<file path="src/rtl/operand_select_stage_pkg.sv">
// Shared definitions for the operand select stage: forwarding-source encodings.
package operand_select_stage_pkg;

  // Forward source encoding driven on fwd_sel_a / fwd_sel_b
  typedef enum logic [1:0] {
    FWD_RF    = 2'b00,
    FWD_MEMWB = 2'b01,
    FWD_EXMEM = 2'b10
  } fwd_sel_e;

  localparam int unsigned FWD_CNT_W = 16;

endpackage

</file>
<file path="src/rtl/operand_select_stage_fwd_select.sv">
// fwd_select: combinational forwarding mux for one source operand.
// EX/MEM has priority over MEM/WB; register index 0 is never forwarded.
module fwd_select
  import operand_select_stage_pkg::*;
#(
  parameter int unsigned DATA_W = 32,
  parameter int unsigned REG_AW = 5
) (
  input  logic [REG_AW-1:0] rs,
  input  logic [DATA_W-1:0] rf_data,
  input  logic [REG_AW-1:0] exmem_rd,
  input  logic              exmem_regwrite,
  input  logic [DATA_W-1:0] exmem_result,
  input  logic [REG_AW-1:0] memwb_rd,
  input  logic              memwb_regwrite,
  input  logic [DATA_W-1:0] memwb_result,
  output fwd_sel_e          sel,
  output logic [DATA_W-1:0] value
);

  // Pick the youngest in-flight producer of rs, else the register file
  always_comb begin
    sel   = FWD_RF;
    value = rf_data;
    if (exmem_regwrite && (exmem_rd != '0) && (exmem_rd == rs)) begin
      sel   = FWD_EXMEM;
      value = exmem_result;
    end else if (memwb_regwrite && (memwb_rd != '0) && (memwb_rd == rs)) begin
      sel   = FWD_MEMWB;
      value = memwb_result;
    end
  end

endmodule

</file>
<file path="src/rtl/operand_select_stage.sv">
// operand_select_stage: forwards operands from later stages and registers the
// ALU operands, store data and forward selects with one cycle of latency.
// Optional macro FWD_STATS_EN adds saturating 16-bit forwarding counters.
module operand_select_stage
  import operand_select_stage_pkg::*;
#(
  parameter int unsigned DATA_W = 32,
  parameter int unsigned REG_AW = 5
) (
  input  logic              clk,
  input  logic              reset,
  input  logic              in_valid,
  input  logic              stall,
  input  logic              flush,
  input  logic [DATA_W-1:0] read_data1,
  input  logic [DATA_W-1:0] read_data2,
  input  logic [DATA_W-1:0] imm_data,
  input  logic              alu_src,
  input  logic [REG_AW-1:0] rs1,
  input  logic [REG_AW-1:0] rs2,
  input  logic [REG_AW-1:0] exmem_rd,
  input  logic [REG_AW-1:0] memwb_rd,
  input  logic              exmem_regwrite,
  input  logic              memwb_regwrite,
  input  logic [DATA_W-1:0] exmem_result,
  input  logic [DATA_W-1:0] memwb_result,
  output logic              out_valid,
  output logic [DATA_W-1:0] operand1,
  output logic [DATA_W-1:0] operand2,
  output logic [DATA_W-1:0] store_data,
  output logic [1:0]        fwd_sel_a,
  output logic [1:0]        fwd_sel_b
`ifdef FWD_STATS_EN
  ,
  output logic [FWD_CNT_W-1:0] fwd_cnt_exmem,
  output logic [FWD_CNT_W-1:0] fwd_cnt_memwb
`endif
);

  fwd_sel_e          sel_a, sel_b;
  logic [DATA_W-1:0] val_a, val_b;

  fwd_select #(.DATA_W(DATA_W), .REG_AW(REG_AW)) u_fwd_a (
    .rs             (rs1),
    .rf_data        (read_data1),
    .exmem_rd       (exmem_rd),
    .exmem_regwrite (exmem_regwrite),
    .exmem_result   (exmem_result),
    .memwb_rd       (memwb_rd),
    .memwb_regwrite (memwb_regwrite),
    .memwb_result   (memwb_result),
    .sel            (sel_a),
    .value          (val_a)
  );

  fwd_select #(.DATA_W(DATA_W), .REG_AW(REG_AW)) u_fwd_b (
    .rs             (rs2),
    .rf_data        (read_data2),
    .exmem_rd       (exmem_rd),
    .exmem_regwrite (exmem_regwrite),
    .exmem_result   (exmem_result),
    .memwb_rd       (memwb_rd),
    .memwb_regwrite (memwb_regwrite),
    .memwb_result   (memwb_result),
    .sel            (sel_b),
    .value          (val_b)
  );

  logic              valid_q, valid_d;
  logic [DATA_W-1:0] operand1_q, operand1_d;
  logic [DATA_W-1:0] operand2_q, operand2_d;
  logic [DATA_W-1:0] store_data_q, store_data_d;
  fwd_sel_e          sel_a_q, sel_a_d;
  fwd_sel_e          sel_b_q, sel_b_d;
  logic              load;

  assign load = !flush && !stall;

  // Next output register state: flush drops valid only, stall holds, else load
  always_comb begin
    valid_d      = valid_q;
    operand1_d   = operand1_q;
    operand2_d   = operand2_q;
    store_data_d = store_data_q;
    sel_a_d      = sel_a_q;
    sel_b_d      = sel_b_q;
    if (flush) begin
      valid_d = 1'b0;
    end else if (!stall) begin
      valid_d      = in_valid;
      operand1_d   = val_a;
      operand2_d   = alu_src ? imm_data : val_b;
      store_data_d = val_b;
      sel_a_d      = sel_a;
      sel_b_d      = sel_b;
    end
  end

  // Output register with synchronous reset taking priority over stall/flush
  always_ff @(posedge clk) begin
    if (reset) begin
      valid_q      <= 1'b0;
      operand1_q   <= '0;
      operand2_q   <= '0;
      store_data_q <= '0;
      sel_a_q      <= FWD_RF;
      sel_b_q      <= FWD_RF;
    end else begin
      valid_q      <= valid_d;
      operand1_q   <= operand1_d;
      operand2_q   <= operand2_d;
      store_data_q <= store_data_d;
      sel_a_q      <= sel_a_d;
      sel_b_q      <= sel_b_d;
    end
  end

  assign out_valid  = valid_q;
  assign operand1   = operand1_q;
  assign operand2   = operand2_q;
  assign store_data = store_data_q;
  assign fwd_sel_a  = sel_a_q;
  assign fwd_sel_b  = sel_b_q;

`ifdef FWD_STATS_EN
  logic [FWD_CNT_W-1:0] cnt_exmem_q, cnt_exmem_d;
  logic [FWD_CNT_W-1:0] cnt_memwb_q, cnt_memwb_d;
  logic [1:0]           inc_exmem, inc_memwb;
  logic [FWD_CNT_W:0]   sum_exmem, sum_memwb;

  // Saturating per-stage forward counts, advanced only on valid loads
  always_comb begin
    inc_exmem   = 2'(sel_a == FWD_EXMEM) + 2'(sel_b == FWD_EXMEM);
    inc_memwb   = 2'(sel_a == FWD_MEMWB) + 2'(sel_b == FWD_MEMWB);
    sum_exmem   = {1'b0, cnt_exmem_q} + {{(FWD_CNT_W-1){1'b0}}, inc_exmem};
    sum_memwb   = {1'b0, cnt_memwb_q} + {{(FWD_CNT_W-1){1'b0}}, inc_memwb};
    cnt_exmem_d = cnt_exmem_q;
    cnt_memwb_d = cnt_memwb_q;
    if (load && in_valid) begin
      cnt_exmem_d = sum_exmem[FWD_CNT_W] ? '1 : sum_exmem[FWD_CNT_W-1:0];
      cnt_memwb_d = sum_memwb[FWD_CNT_W] ? '1 : sum_memwb[FWD_CNT_W-1:0];
    end
  end

  // Counter registers
  always_ff @(posedge clk) begin
    if (reset) begin
      cnt_exmem_q <= '0;
      cnt_memwb_q <= '0;
    end else begin
      cnt_exmem_q <= cnt_exmem_d;
      cnt_memwb_q <= cnt_memwb_d;
    end
  end

  assign fwd_cnt_exmem = cnt_exmem_q;
  assign fwd_cnt_memwb = cnt_memwb_q;
`endif

endmodule

</file>
<file path="config.mk">
export PLATFORM = sky130hd
export DESIGN_NAME = operand_select_stage
export DESIGN_NICKNAME = d
export VERILOG_FILES = /design/src/rtl/operand_select_stage_pkg.sv /design/src/rtl/operand_select_stage_fwd_select.sv /design/src/rtl/operand_select_stage.sv
export SDC_FILE = /design/constraint.sdc
export NUM_CORES = 1
export LEC_CHECK = 0
export CAP_MARGIN = 20
export CELL_PAD_IN_SITES_DETAIL_PLACEMENT = 1
export CELL_PAD_IN_SITES_GLOBAL_PLACEMENT = 2
export CORE_MARGIN = 5
export CORE_UTILIZATION = 23
export CTS_CLUSTER_DIAMETER = 80
export CTS_CLUSTER_SIZE = 25
export DETAILED_ROUTE_END_ITERATION = 10
export GPL_TIMING_DRIVEN = 0
export PLACE_DENSITY_LB_ADDON = 0.1
export SETUP_SLACK_MARGIN = 0.02
export SLEW_MARGIN = 0
export SYNTH_ARGS = -nofsm -noshare
export SYNTH_HDL_FRONTEND = slang
export SYNTH_HIERARCHICAL = 1
export SYNTH_SLANG_ARGS = --single-unit
</file>
<file path="constraint.sdc">
create_clock -name clk -period 2.3 [get_ports clk]
set_clock_uncertainty 0.2 [all_clocks]
set_input_delay 0.46 -clock clk [delete_from_list [all_inputs] [get_ports clk]]
set_output_delay 0.46 -clock clk [all_outputs]
set_load 0.01 [all_outputs]
</file>
==> flow_summary.json <==
{
  "drc": 0,
  "crit_type": "input port to flip-flop",
  "postSynthCellCount": 830,
  "cts_htree_levels": 3,
  "dp.cells": 1556,
  "fin_setup_tns_ns": -15.09,
  "grt_overflow_total": 0,
  "synth_edf_count": 0,
  "grtUsageTotal_pct": 22.1,
  "post-route-util_pct": 43.9,
  "final_area_mm2": 0.0142,
  "final-hold-violation-count": 0,
  "worst_ep_arrival_time_ns": 2.66,
  "antenna_found_initial": 8,
  "seq_area_frac_synth_pct": 27.0,
  "drv_cap": 0,
  "syn_nets": 1018,
  "leakage_nw": 4.56,
  "final_cells": 1660,
  "outcome": "finished with violations",
  "setup_viol": 95,
  "synthesis.area_mm2": 0.00749,
  "die_w_um": 190,
  "clock-sinks": 101,
  "numPortBuffers": 284,
  "final_layout_size_suffix_gt1_share_pct": 42.5,
  "ys_types": 36,
  "grt.met2_usage_pct": 36.5,
  "postRouteAntennaNets": 0,
  "cp_top_family": "simple AND/OR/NAND/NOR gates",
  "clkTransAtPathRegs_ns": 0.08,
  "violations": "negative setup slack",
  "slew_viol_final": 0,
  "timing.fmax_mhz": 391,
  "gp_congestion": 0.869,
  "grtUsageMet3_pct": 4.23,
  "clockBufferDepth": 2,
  "r2r_slack_ns": 1.27,
  "grt_max_degree": 17,
  "synth.largest_area_cell": "dfxtp_1",
  "min_path_type": "flip-flop to flip-flop",
  "clk_latency_ns": 0.37,
  "power_density_mw_per_mm2": 421,
  "cp_common_cell": "buf_12",
  "vias": 8715,
  "max_slew_margin_pct": 43.5,
  "rows": 66,
  "end_kind": "flip-flop",
  "grt.busiest_layer": "met2",
  "routed_wl_um": 42700,
  "crit_buf_inv": 5,
  "slowest_stage": "or4_4",
  "area_growth_pct": 89.7,
  "worst_ir_drop_vdd_uv": 353,
  "place_hpwl_um": 31400,
  "cts_made_buffers": 9,
  "boundaryPins": 289,
  "async_flop_share_pct": 0,
  "post-route-period-util_pct": 111,
  "worstPathCellList": "buf_8, or4_4, a21oi_4, buf_6, buf_12, buf_12, o31ai_4, a31oi_2, buf_4, or3b_1, a21oi_1",
  "synth_area_per_cell_um2": 9.02,
  "crit_required_ns": 2.40,
  "ys_seq_elements": 101,
  "drt_iter0_drc": 333,
  "fin_ws_ns": -0.259,
  "final_nets": 1395,
  "dieArea_mm2": 0.0363,
  "avgViaCountPerCell": 5.25,
  "ys_top_cells_by_area": "dfxtp_1 (27%), or3b_1 (8.0%), o31ai_1 (6.4%)",
  "cp_max_fo": 5,
  "cpPeakStageDelay_ns": 0.55,
  "die_h_um": 190,
  "synth_top_area_share_pct": 27.0,
  "cp-start-kind": "input port",
  "grt_pass1_vias": 9223,
  "first_pass_iters": 4,
  "min_period_ns": 2.56,
  "synth_warnings": 6,
  "pre_cts_slack_ns": -1.54,
  "tightest_slew_ns": 0.847,
  "cts_tree": "done",
  "cts-root-buf": "clkbuf_16",
  "fp.coreArea_mm2": 0.0324,
  "wire_per_inst_um": 25.7,
  "dpl_cell_area_mm2": 0.0109,
  "synth-main-ff-cell": "dfxtp_1",
  "rsz0062_at_grt": "true",
  "use_met1_pct": 29.1,
  "start_util_pct": 23.1,
  "grt_pass1_wl_um": 60100
}
-- cells in the final DEF, fill, tap and decap left out, types with 15 or more instances in the layout --
| cell | n |
|---|---|
| buf_2 | 28 |
| a21oi_2 | 27 |
| mux2i_1 | 29 |
| dfxtp_1 | 101 |
| or3b_1 | 49 |
| o21ba_2 | 32 |
| or3b_4 | 19 |
| a21oi_1 | 41 |
| buf_12 | 15 |
| buf_6 | 41 |
| o21ai_0 | 61 |
| buf_4 | 56 |
| clkbuf_1 | 40 |
| nor4_2 | 22 |
| a211oi_1 | 26 |
| nor4_1 | 39 |
| clkbuf_16 | 19 |
| or4b_4 | 50 |
| a31oi_4 | 39 |
| o31ai_2 | 24 |
| clkdlybuf4s50_1 | 262 |
| o31ai_4 | 36 |
-- worst paths after layout --
check,start,end,cells after the start
hold / removal,operand1[28]$_SDFFE_PP0P_,operand1[28]$_SDFFE_PP0P_,2
setup reg to reg,operand2[16]$_SDFFE_PP0P_,operand2[16]$_SDFFE_PP0P_,2
hold reg to reg,operand1[28]$_SDFFE_PP0P_,operand1[28]$_SDFFE_PP0P_,2
setup / recovery,rs2[3],store_data[9]$_SDFFE_PP0P_,11
-- state kept, by name (all words and copies together), names as in the netlist --
signal	flops
fwd_sel_a	2
out_valid	1
store_data	32
operand2	32
fwd_sel_b	2
operand1	32
-- timing repair --
action,4_1_cts,5_1_grt
pin swaps,113,124
setup buffers,61,12
endpoints found under the setup margin,100,98
gates cloned,8,6
gates resized for setup,369,184
hold buffers,0,0
-- kinds of logic after synthesis --
logic type | Yosys count | share of synthesized area (%)
xor gates and xnor gates | 16 | 1.87
AOI/OAI and AO/OA | 332 | 32.2
DFF | 101 | 27.0
muxes | 33 | 4.41
buffers and inverters | 126 | 10.5
and+or+nand+nor | 222 | 24.0
-- layout make-up --
cell class                      instances  area, um^2
Fill cell                            3577       18200
Multi-Input combinational cell        603        6480
Timing Repair Buffer                  370        3780
Sequential cell                       101        2020
Buffer                                120        1030
Tap cell                              442         553
Clock buffer                           12         246
Clock inverter                          4        55.1
Antenna cell                            6        15.0
Inverter                                2        12.5
-- metrics by stage --
step / power (mW) / hold WS [ns]
finish: 5.98 / 0.280
global route: 6.22 / 0.298
CTS: 5.78 / 0.280
detailed placement: 3.65 / 0.271
global placement: 3.65 / 0.258
floorplan: 2.74 / 0.294
-- synth_stat cells, types with 4 or more instances --
| master | count |
|---|---|
| mux2i_1 | 33 |
| a211oi_1 | 32 |
| and2_1 | 4 |
| nand3_1 | 4 |
| o21ai_0 | 61 |
| a31oi_1 | 26 |
| a31oi_2 | 38 |
| o21ba_2 | 32 |
| buf_4 | 6 |
| xnor2_1 | 16 |
| dfxtp_1 | 101 |
| nor4_1 | 64 |
| or3b_1 | 68 |
| buf_6 | 12 |
| o21ai_1 | 7 |
| clkbuf_1 | 59 |
| buf_2 | 30 |
| nor2_1 | 5 |
| or4b_1 | 34 |
| or4b_2 | 30 |
| o31ai_1 | 64 |
| a21oi_1 | 68 |
| clkbuf_4 | 4 |
| buf_12 | 8 |
| nand2_1 | 4 |
-- worst reg2reg max path, cell delays in order (launching register included) --
cell and delay [ns]:
dfxtp_1 0.36, o21ba_2 0.17, a211oi_1 0.21
-- routing by layer --
| layer | wire, um | vias to the layer above |
|---|---|---|
| met5 | 51 | - |
| met4 | 991 | 8 |
| met3 | 2270 | 56 |
| met2 | 20700 | 247 |
| met1 | 18700 | 4324 |
| li1 | - | 4080 |
-- report_power, final --
| group | leakage (nW) | internal [mW] | switching (mW) |
|---|---|---|---|
| clock network | 0.143 | 0.884 | 0.786 |
| logic | 3.59 | 1.22 | 1.19 |
| registers | 0.828 | 1.84 | 0.0490 |
| total | 4.56 | 3.95 | 2.03 |
No activity file was read; power rests on OpenSTA's default activity.
